<file path="src/rtl/mario_pkg.sv">
// Shared types and default timing constants for Mario's power-state sequencer.
package mario_pkg;

  typedef enum logic [2:0] {
    StSmall,
    StGrow,
    StBig,
    StShrink,
    StDead
  } power_state_t;

  localparam int unsigned GROW_FRAMES_DEF   = 12;
  localparam int unsigned INVULN_FRAMES_DEF = 120;
  localparam int unsigned BLINK_SHIFT_DEF   = 2;

endpackage

</file>
<file path="src/rtl/mario_power_ctrl_if.sv">
// Per-frame collision events in, sprite/world control flags out.
interface mario_power_ctrl_if;
  logic frame_tick;
  logic mushroom_hit;
  logic enemy_hit;
  logic pit_fall;
  logic super_mario;
  logic freeze;
  logic invulnerable;
  logic visible;
  logic dead;

  modport master (
    output frame_tick, mushroom_hit, enemy_hit, pit_fall,
    input  super_mario, freeze, invulnerable, visible, dead
  );

  modport slave (
    input  frame_tick, mushroom_hit, enemy_hit, pit_fall,
    output super_mario, freeze, invulnerable, visible, dead
  );
endinterface

</file>
<file path="src/rtl/mario_frame_timer.sv">
// Loadable, tick-enabled down-counter that saturates at zero.
module mario_frame_timer #(
  parameter int unsigned Width = 8
) (
  input  logic             Clk,
  input  logic             Reset_n,
  input  logic             tick,
  input  logic             clear,
  input  logic             load,
  input  logic [Width-1:0] load_val,
  output logic [Width-1:0] cnt,
  output logic             zero
);

  logic [Width-1:0] cnt_q, cnt_d;

  assign zero = (cnt_q == '0);
  assign cnt  = cnt_q;

  // clear beats load beats decrement
  always_comb begin
    cnt_d = cnt_q;
    if (tick) begin
      if (clear) begin
        cnt_d = '0;
      end else if (load) begin
        cnt_d = load_val;
      end else if (!zero) begin
        cnt_d = cnt_q - Width'(1);
      end
    end
  end

  always_ff @(posedge Clk) begin
    if (!Reset_n) begin
      cnt_q <= '0;
    end else begin
      cnt_q <= cnt_d;
    end
  end

endmodule

</file>
<file path="src/rtl/mario_power_ctrl.sv">
// Mario power-state FSM: grow/shrink animations and post-hit invulnerability, timed in frames.
module mario_power_ctrl
  import mario_pkg::*;
#(
  parameter int unsigned GROW_FRAMES   = GROW_FRAMES_DEF,
  parameter int unsigned INVULN_FRAMES = INVULN_FRAMES_DEF,
  parameter int unsigned BLINK_SHIFT   = BLINK_SHIFT_DEF
) (
  input logic             Clk,
  input logic             Reset_n,
  mario_power_ctrl_if.slave bus
);

  localparam int unsigned FcW = $clog2(GROW_FRAMES);
  localparam int unsigned IcW = $clog2(INVULN_FRAMES + 1);
  // Value held on the tick that advances frame_cnt to GROW_FRAMES-1, i.e. the exit tick.
  localparam logic [FcW-1:0] FcExit = FcW'(GROW_FRAMES - 2);

  power_state_t     state_q, state_d;
  logic [FcW-1:0]   frame_cnt_q, frame_cnt_d;
  logic [FcW:0]     frame_cnt_ext;
  logic [IcW-1:0]   inv_cnt, inv_shr;
  logic             inv_zero, inv_load, inv_clear;
  logic             invulnerable;

  mario_frame_timer #(
    .Width (IcW)
  ) u_inv_timer (
    .Clk      (Clk),
    .Reset_n  (Reset_n),
    .tick     (bus.frame_tick),
    .clear    (inv_clear),
    .load     (inv_load),
    .load_val (IcW'(INVULN_FRAMES)),
    .cnt      (inv_cnt),
    .zero     (inv_zero)
  );

  assign invulnerable = !inv_zero || (state_q == StGrow) || (state_q == StShrink);

  always_comb begin
    state_d     = state_q;
    frame_cnt_d = frame_cnt_q;
    inv_load    = 1'b0;
    inv_clear   = 1'b0;
    if (bus.frame_tick) begin
      unique case (state_q)
        StSmall: begin
          if (bus.pit_fall || (bus.enemy_hit && !invulnerable)) begin
            state_d   = StDead;
            inv_clear = 1'b1;
          end else if (bus.mushroom_hit) begin
            state_d     = StGrow;
            frame_cnt_d = '0;
          end
        end
        StGrow: begin
          frame_cnt_d = frame_cnt_q + FcW'(1);
          if (frame_cnt_q == FcExit) state_d = StBig;
        end
        StBig: begin
          if (bus.pit_fall) begin
            state_d   = StDead;
            inv_clear = 1'b1;
          end else if (bus.enemy_hit) begin
            state_d     = StShrink;
            frame_cnt_d = '0;
          end
        end
        StShrink: begin
          frame_cnt_d = frame_cnt_q + FcW'(1);
          if (frame_cnt_q == FcExit) begin
            state_d  = StSmall;
            inv_load = 1'b1;
          end
        end
        StDead: state_d = StDead;
        default: state_d = StSmall;
      endcase
    end
  end

  always_ff @(posedge Clk) begin
    if (!Reset_n) begin
      state_q     <= StSmall;
      frame_cnt_q <= '0;
    end else begin
      state_q     <= state_d;
      frame_cnt_q <= frame_cnt_d;
    end
  end

  // Zero-extended copies keep the bit selects legal for the narrowest parameter choices.
  assign frame_cnt_ext = {1'b0, frame_cnt_q};
  assign inv_shr       = inv_cnt >> BLINK_SHIFT;

  always_comb begin
    bus.super_mario = 1'b0;
    bus.freeze      = 1'b0;
    unique case (state_q)
      StGrow, StShrink: begin
        bus.super_mario = frame_cnt_ext[1];
        bus.freeze      = 1'b1;
      end
      StBig:   bus.super_mario = 1'b1;
      StDead:  bus.freeze      = 1'b1;
      default: ;
    endcase
  end

  assign bus.invulnerable = invulnerable;
  assign bus.visible      = !(!inv_zero && inv_shr[0]);
  assign bus.dead         = (state_q == StDead);

endmodule

</file>
<file path="src/flat_wrapper.sv">
// flat-port wrapper written by rule: the top's interface ports become plain ports
module mario_power_ctrl_flat import mario_pkg::*;
#(
  parameter int unsigned GROW_FRAMES   = GROW_FRAMES_DEF,
  parameter int unsigned INVULN_FRAMES = INVULN_FRAMES_DEF,
  parameter int unsigned BLINK_SHIFT   = BLINK_SHIFT_DEF
)
  (Clk, Reset_n, bus_frame_tick, bus_mushroom_hit, bus_enemy_hit, bus_pit_fall, bus_super_mario, bus_freeze, bus_invulnerable, bus_visible, bus_dead);
  mario_power_ctrl_if bus_i ();
  input logic Clk;
  input logic Reset_n;
  input wire logic [$bits(bus_i.frame_tick)-1:0] bus_frame_tick;
  input wire logic [$bits(bus_i.mushroom_hit)-1:0] bus_mushroom_hit;
  input wire logic [$bits(bus_i.enemy_hit)-1:0] bus_enemy_hit;
  input wire logic [$bits(bus_i.pit_fall)-1:0] bus_pit_fall;
  output wire logic [$bits(bus_i.super_mario)-1:0] bus_super_mario;
  output wire logic [$bits(bus_i.freeze)-1:0] bus_freeze;
  output wire logic [$bits(bus_i.invulnerable)-1:0] bus_invulnerable;
  output wire logic [$bits(bus_i.visible)-1:0] bus_visible;
  output wire logic [$bits(bus_i.dead)-1:0] bus_dead;
  assign bus_i.frame_tick = bus_frame_tick;
  assign bus_i.mushroom_hit = bus_mushroom_hit;
  assign bus_i.enemy_hit = bus_enemy_hit;
  assign bus_i.pit_fall = bus_pit_fall;
  assign bus_super_mario = bus_i.super_mario;
  assign bus_freeze = bus_i.freeze;
  assign bus_invulnerable = bus_i.invulnerable;
  assign bus_visible = bus_i.visible;
  assign bus_dead = bus_i.dead;
  mario_power_ctrl #(.GROW_FRAMES(GROW_FRAMES), .INVULN_FRAMES(INVULN_FRAMES), .BLINK_SHIFT(BLINK_SHIFT)) u_core (.Clk(Clk), .Reset_n(Reset_n), .bus(bus_i));
endmodule
</file>
<file path="config.mk">
export PLATFORM = sky130hd
export DESIGN_NAME = mario_power_ctrl_flat
export DESIGN_NICKNAME = d
export VERILOG_FILES = /design/src/rtl/mario_pkg.sv /design/src/rtl/mario_power_ctrl_if.sv /design/src/rtl/mario_frame_timer.sv /design/src/rtl/mario_power_ctrl.sv /design/src/flat_wrapper.sv
export SDC_FILE = /design/constraint.sdc
export NUM_CORES = 1
export LEC_CHECK = 0
export CORE_MARGIN = 2
export CORE_UTILIZATION = 59
export DETAILED_ROUTE_END_ITERATION = 8
export HOLD_SLACK_MARGIN = 0.12
export PLACE_DENSITY = 0.83
export SYNTH_ARGS = -nofsm -noshare
export SYNTH_HDL_FRONTEND = slang
export SYNTH_HIERARCHICAL = 1
export SYNTH_SLANG_ARGS = --single-unit
</file>
<file path="constraint.sdc">
create_clock -name Clk -period 4.7 [get_ports Clk]
set_input_delay 0.47 -clock Clk [delete_from_list [all_inputs] [get_ports Clk]]
set_output_delay 0.47 -clock Clk [all_outputs]
set_load 0.05 [all_outputs]
</file>
==> flow_summary.toml, run 1 <==
[status]
outcome = "completed"

[setup_path]
cp-start-kind = "flop"
path_max_fanout = 5
path_buf_inv = 1
crit_top_cell = "nor2_1"
endpoint_kind = "flop"
crit_chain = "inv_1 -> ha_1 -> or2b_2 -> nor2_1 -> nand3b_1 -> a211oi_2 -> and2_1 -> and3b_1 -> o31ai_4 -> nor2_1 -> a311o_1"
ff2ff_path_depth = 11
cpLargestDelayFamily = "simple AND/OR/NAND/NOR gates"
reg2reg_slack_ns = 1.72
path_depth = 11
required_ns = 4.87
path_class = "flop to flop"
r2r_start = "u_core/u_inv_timer/cnt[0]$_SDFFE_PN0P_"
crit_start = "u_core/u_inv_timer/cnt[0]$_SDFFE_PN0P_"
cp.arrival_ns = 3.15
crit_end = "u_core/u_inv_timer/cnt[4]$_SDFFE_PN0P_"
max_stage_delay_ns = 0.40
cp_slowest_cell = "a211oi_2"
r2r-end = "u_core/u_inv_timer/cnt[4]$_SDFFE_PN0P_"

[yosys]
synthArstFlopShare_pct = 0
synth_cell_types = 48
synth_edf_count = 0
syn_avg_cell_area_um2 = 8.00
yosysMostFrequentCell = "nand2_1"
synthTopCellsByCount = "nand2_1, dfxtp_1, nor2_1"
synth_largest_area_cell = "dfxtp_1"
synth_ff_type = "dfxtp_1"
syn-cell-area_um2 = 1030
ys_seq_area_share_pct = 27.2
syn_inst = 129
synth_top_area_share_pct = 27.2
synth_warnings = 6
synth-seq-cells = 14
synth.area.top_cells = "dfxtp_1, nand2_1, ha_1"

[timing]
setup_violations = 0
period_minus_slack_ns = 2.98
min_period_over_period_pct = 63.4
relSlewSlack_pct = 64.0
rsz0062_at_grt = "no"
clock_skew_ns = 0.00426
tightestPinTransition_ns = 0.536
setup_tns_ns = 0
max_freq_ghz = 0.336
maxSlewViolCount = 0
whs_ns = 0.513
hold_viol = 0

[pwr]
p_total_mw = 0.776
irDropWorstVdd_mv = 0.547
p_clk_share_pct = 11.3
power.density_nw_per_um2 = 650
combPwrFrac_pct = 64.2
p_sw_mw = 0.380
internal-power_mw = 0.395
switching_share_pct = 49.0
p_leak_nw = 0.457
p_seq_share_pct = 24.5

[clock_network]
cts_sinks = 14
cts_buffers = 3
clkSlewWorstSetupHoldPaths_ns = 0.09
cts-hold-fix-buffers = 0
cts_resized = 0
cts_buffer_depth = 2
cts_tree = "yes"
root_buffer = "clkbuf_4"
post_cts_buffers = 0
cts-htree-levels = 1
clock_latency_ns = 0.28

[route]
num_vias = 988
drt_pass1_iterations = 4
drt_iter0_drc = 42
drc = 0
drtAntennaViolNets = 0
wl_um = 2340
wl_per_cell_um = 14.4
viasPerCell = 6.06

[floorplan]
initial_core_util_pct = 61.1
die-area_um2 = 2100
die_h_um = 45.8
die_w_um = 45.8
placeableCoreArea_um2 = 1690
rows = 15
io_pins = 11

[placed_design]
hpwl_um = 1760
portBuffers = 10
placed_cell_area_um2 = 1160
place_congestion = 0.878

[global_route]
grt_first_pass_wirelength_um = 3860
grt_max_degree = 16
grt_pass1_vias = 929
antenna_found_initial = 0
grt_use_total_pct = 25.6
grt_overflow_total = 0

[layout]
final_nets = 157
area_growth_pct = 15.6
drive_above_1_share_pct = 11.0
fin_area_um2 = 1190
antennaDiodeCount = 0

[worst_hold_path]
hp-class = "flop to flop"

[job]
max_cap_viol_count = 0
-- worst min path at each step --
stage          depth (start not counted)                                      to                                   start  slack (ns)
3_5_place_dp                           2  u_core/u_inv_timer/cnt[6]$_SDFFE_PN0P_  u_core/u_inv_timer/cnt[6]$_SDFFE_PN0P_        0.50
4_1_cts                                2      u_core/frame_cnt_q[0]$_SDFFE_PN0P_      u_core/frame_cnt_q[0]$_SDFFE_PN0P_        0.52
5_1_grt                                2      u_core/frame_cnt_q[2]$_SDFFE_PN0P_      u_core/frame_cnt_q[2]$_SDFFE_PN0P_        0.54
3_3_place_gp                           2      u_core/frame_cnt_q[2]$_SDFFE_PN0P_      u_core/frame_cnt_q[2]$_SDFFE_PN0P_        0.48
6_report                               2  u_core/u_inv_timer/cnt[6]$_SDFFE_PN0P_  u_core/u_inv_timer/cnt[6]$_SDFFE_PN0P_        0.51
2_1_floorplan                          2      u_core/frame_cnt_q[2]$_SDFFE_PN0P_      u_core/frame_cnt_q[2]$_SDFFE_PN0P_        0.46
-- layout by cell type (no fill, tap or decap), types with 2 or more instances in the layout --
master	count
nor3_1	3
or4_1	2
a21o_1	2
a21oi_1	9
o21ai_0	5
nor2b_1	3
a22oi_1	3
clkbuf_4	3
nand3_1	3
o31ai_1	3
nand3b_1	4
dfxtp_1	14
nand2_1	15
nor3b_1	2
clkdlybuf4s50_1	10
a31oi_1	2
ha_1	4
nand2b_1	2
nor2_1	12
mux2i_1	2
inv_1	6
conb_1	9
-- power groups by stage --
stage                     Sequential (mW)  Clock (mW)  Combinational [mW]
after floorplan                     0.180           0               0.383
after global placement              0.192           0               0.478
after detailed placement            0.193           0               0.492
after CTS                           0.190      0.0902               0.494
after global routing                0.195       0.101               0.537
final                               0.190      0.0878               0.498
-- stage by stage --
| step | worst slack [ns] | cells | util, % |
|---|---|---|---|
| 2_1_floorplan | 2.13 | 136 | - |
| 3_3_place_gp | 1.78 | 159 | 68.5 |
| 3_5_place_dp | 1.72 | 159 | 68.5 |
| 4_1_cts | 1.74 | 163 | 70.7 |
| 5_1_grt | 1.52 | 163 | 70.7 |
| 6_report | 1.72 | 163 | 70.7 |
-- state kept, by name, summed over array words and instances (netlist names) --
name,cells
u_core/state_q,3
u_core/u_inv_timer/cnt,7
u_core/frame_cnt_q,4
-- metal layers --
metal  track usage [%]  vias to the layer above  wire [um]
li1                  -                      502          -
met1              27.7                      465       1010
met3              5.16                        0         79
met5                 0                        -          0
met2              48.2                       21       1250
met4              9.71                        0          0
-- cells by family (layout without fill, tap and decap cells) --
family | Yosys count | count (layout) | share of synthesized area (%)
adder cells (fa/ha/maj) | 4 | 4 | 4.85
AO/OA/AOI/OAI | 38 | 38 | 28.7
AND/OR/NAND/NOR | 57 | 57 | 30.7
multiplexers | 2 | 2 | 1.94
buffers and inverters | 12 | 22 | 5.94
other | 2 | 9 | 0.728
flip-flops | 14 | 14 | 27.2
-- worst register-to-register path, cell delays in order, from the launching register on --
cell,delay (ns)
dfxtp_1,0.34
inv_1,0.11
ha_1,0.16
or2b_2,0.37
nor2_1,0.28
nand3b_1,0.13
a211oi_2,0.40
and2_1,0.32
and3b_1,0.27
o31ai_4,0.10
nor2_1,0.08
a311o_1,0.31
-- layout make-up --
| cell class | count | area, um^2 |
|---|---|---|
| clock buffer | 4 | 36.3 |
| fill | 145 | 495 |
| sequential | 14 | 280 |
| inverter | 7 | 26.3 |
| multi-input combinational | 110 | 722 |
| tap | 17 | 21.3 |
| timing repair buffer | 11 | 108 |
No activity file was read; power rests on OpenSTA's default activity.
==> inputs of run 2 (changes only) <==
Settings changed: CORE_UTILIZATION 59 to 49, PLACE_DENSITY 0.83 to 0.73.
Clock period 4.7 ns to 2.5 ns, I/O delays scaled along.
==> run 2 against run 1 <==
Clock skew grew 0.0033 ns. Sequential cell count is the same. Final cell count up 11%. Clock power up 48%. Fmax rose by 24%. Critical path depth decreased by 2. Largest power group unchanged.
==> flow_summary.toml, run 2 (synthesis results as in run 1) <==
[clock_network]
cts_buffer_depth = 2
clkSlewWorstSetupHoldPaths_ns = 0.09
root_buffer = "clkbuf_4"
cts_buffers = 3
cts_sinks = 14
cts_tree = "yes"
cts-htree-levels = 1
clock_latency_ns = 0.28

[job]
max_cap_viol_count = 0

[layout]
n_fill_cell = 165
area_growth_pct = 24.0
layout_common_cells = "nand2_1, buf_4, nor2_1, dfxtp_1"
drive_above_1_share_pct = 20.8
final_nets = 166
mostFrequentLayoutCell = "nand2_1"
finalCoreUtilization_pct = 64.6
largest_reg_flops = 7
antennaDiodeCount = 0

[timing]
setup_tns_ns = 0
relSlewSlack_pct = 64.0
max_freq_ghz = 0.417
period_minus_slack_ns = 2.40
setup_violations = 0
clock_skew_ns = 0.00757
worst_slack_ns = 0.104
hold_viol = 0
tightestPinTransition_ns = 0.538
min_period_over_period_pct = 95.8
maxSlewViolCount = 0

[pwr]
power.density_nw_per_um2 = 1290
irDropWorstVdd_mv = 1.02
p_leak_nw = 0.507

[route]
wl_um = 2560
viasPerCell = 5.73
drc = 0
drt_iter0_drc = 42
drtAntennaViolNets = 0
drt_pass1_iterations = 4
wl_per_cell_um = 14.1
num_vias = 1037

[setup_path]
r2r_start = "u_core/u_inv_timer/cnt[3]$_SDFFE_PN0P_"
cp.arrival_ns = 2.57
path_max_fanout = 5
ff2ff_path_depth = 9
crit_start = "u_core/u_inv_timer/cnt[3]$_SDFFE_PN0P_"
r2r-end = "u_core/u_inv_timer/cnt[4]$_SDFFE_PN0P_"
cp-start-kind = "flop"
cp_slowest_cell = "or4_4"
cpLargestDelayFamily = "simple AND/OR/NAND/NOR gates"
path_depth = 9
crit_end = "u_core/u_inv_timer/cnt[4]$_SDFFE_PN0P_"
crit_chain = "or4_4 -> nor2_4 -> nand3b_1 -> a211oi_2 -> and2_4 -> and3b_2 -> o31ai_4 -> nor2_1 -> a311o_1"
endpoint_kind = "flop"
path_buf_inv = 0
max_stage_delay_ns = 0.54
required_ns = 2.67
reg2reg_slack_ns = 0.10
path_class = "flop to flop"

[global_route]
grt_pass1_vias = 992
grt_max_degree = 19
grt_use_total_pct = 22.2
grt_overflow_total = 0
antenna_found_initial = 0
grt_first_pass_wirelength_um = 4240

[placed_design]
dp_slack_ns = 0.0669
portBuffers = 10
place_congestion = 0.929
hpwl_um = 1860

[floorplan]
placeableCoreArea_um2 = 1980
rows = 16
die_w_um = 49.9
initial_core_util_pct = 52.1
die-area_um2 = 2490
die_h_um = 49.9
io_pins = 11

[worst_hold_path]
hp-class = "flop to flop"
min_from = "u_core/frame_cnt_q[2]$_SDFFE_PN0P_"

[status]
outcome = "completed"
[run 2: changes by cell type in the layout (fill, tap and decap cells not counted), moves of 2 or more]
cell and delta:
buf_4 +10, clkdlybuf4s50_1 -2, dfxtp_1 -3, dfxtp_2 +2
[run 2: area by class of cell]
type | count | area [um^2] | share of cell area [%]
inverters | 7 | 26.3 | 2.05
clock buffers | 3 | 22.5 | 1.76
flip-flops and latches | 14 | 287 | 22.4
repair buffers | 20 | 175 | 13.7
multi-input cells | 110 | 736 | 57.5
well taps | 27 | 33.8 | 2.64
[run 2: what timing repair did]
item | CTS | global route
buffers inserted | 0 | 0
setup endpoints to repair | 0 | 2
resized for setup | 0 | 10
hold buffers | 0 | 0
[run 2: per-layer routing]
metal / part of all wire, % / routed length [um] / vias to the layer above / global-route usage [%]
met1: 49 / 1260 / 473 / 31.5
met2: 44 / 1140 / 42 / 31.6
met5: 0 / 0 / - / 0
met3: 5.2 / 132 / 4 / 4.55
li1: - / - / 518 / -
met4: 1.3 / 32 / 0 / 10.6
[run 2: power by group]
group | switching [mW] | internal [mW] | total (mW)
Clock | 0.0741 | 0.0558 | 0.130
Combinational | 0.647 | 0.518 | 1.17
Sequential | 0.0655 | 0.289 | 0.354
Total | 0.787 | 0.863 | 1.65
[run 2: through the flow]
step	power [mW]	cell area [um^2]	hold slack (ns)	std cells
final	1.65	1280	0.499	181
after global routing	1.74	1280	0.533	181
after CTS	1.58	1260	0.502	181
after detailed placement	1.44	1240	0.489	178
after global placement	1.42	1240	0.487	178
after floorplan	1.06	1060	0.389	136
[run 2: worst min path at each step]
stage | endpoint | slack (ns) | cells past startpoint
finish | u_core/frame_cnt_q[2]$_SDFFE_PN0P_ | 0.50 | 2
global route | u_core/u_inv_timer/cnt[0]$_SDFFE_PN0P_ | 0.53 | 2
CTS | u_core/frame_cnt_q[2]$_SDFFE_PN0P_ | 0.50 | 2
detailed placement | u_core/frame_cnt_q[2]$_SDFFE_PN0P_ | 0.49 | 2
global placement | u_core/frame_cnt_q[2]$_SDFFE_PN0P_ | 0.49 | 2
floorplan | u_core/u_inv_timer/cnt[1]$_SDFFE_PN0P_ | 0.39 | 2
[run 2: worst register-to-register path, stage by stage (launching register included)]
cell and delay [ns]:
dfxtp_4 0.36, or4_4 0.54, nor2_4 0.11, nand3b_1 0.09
a211oi_2 0.25, and2_4 0.21, and3b_2 0.24, o31ai_4 0.09
nor2_1 0.07, a311o_1 0.32
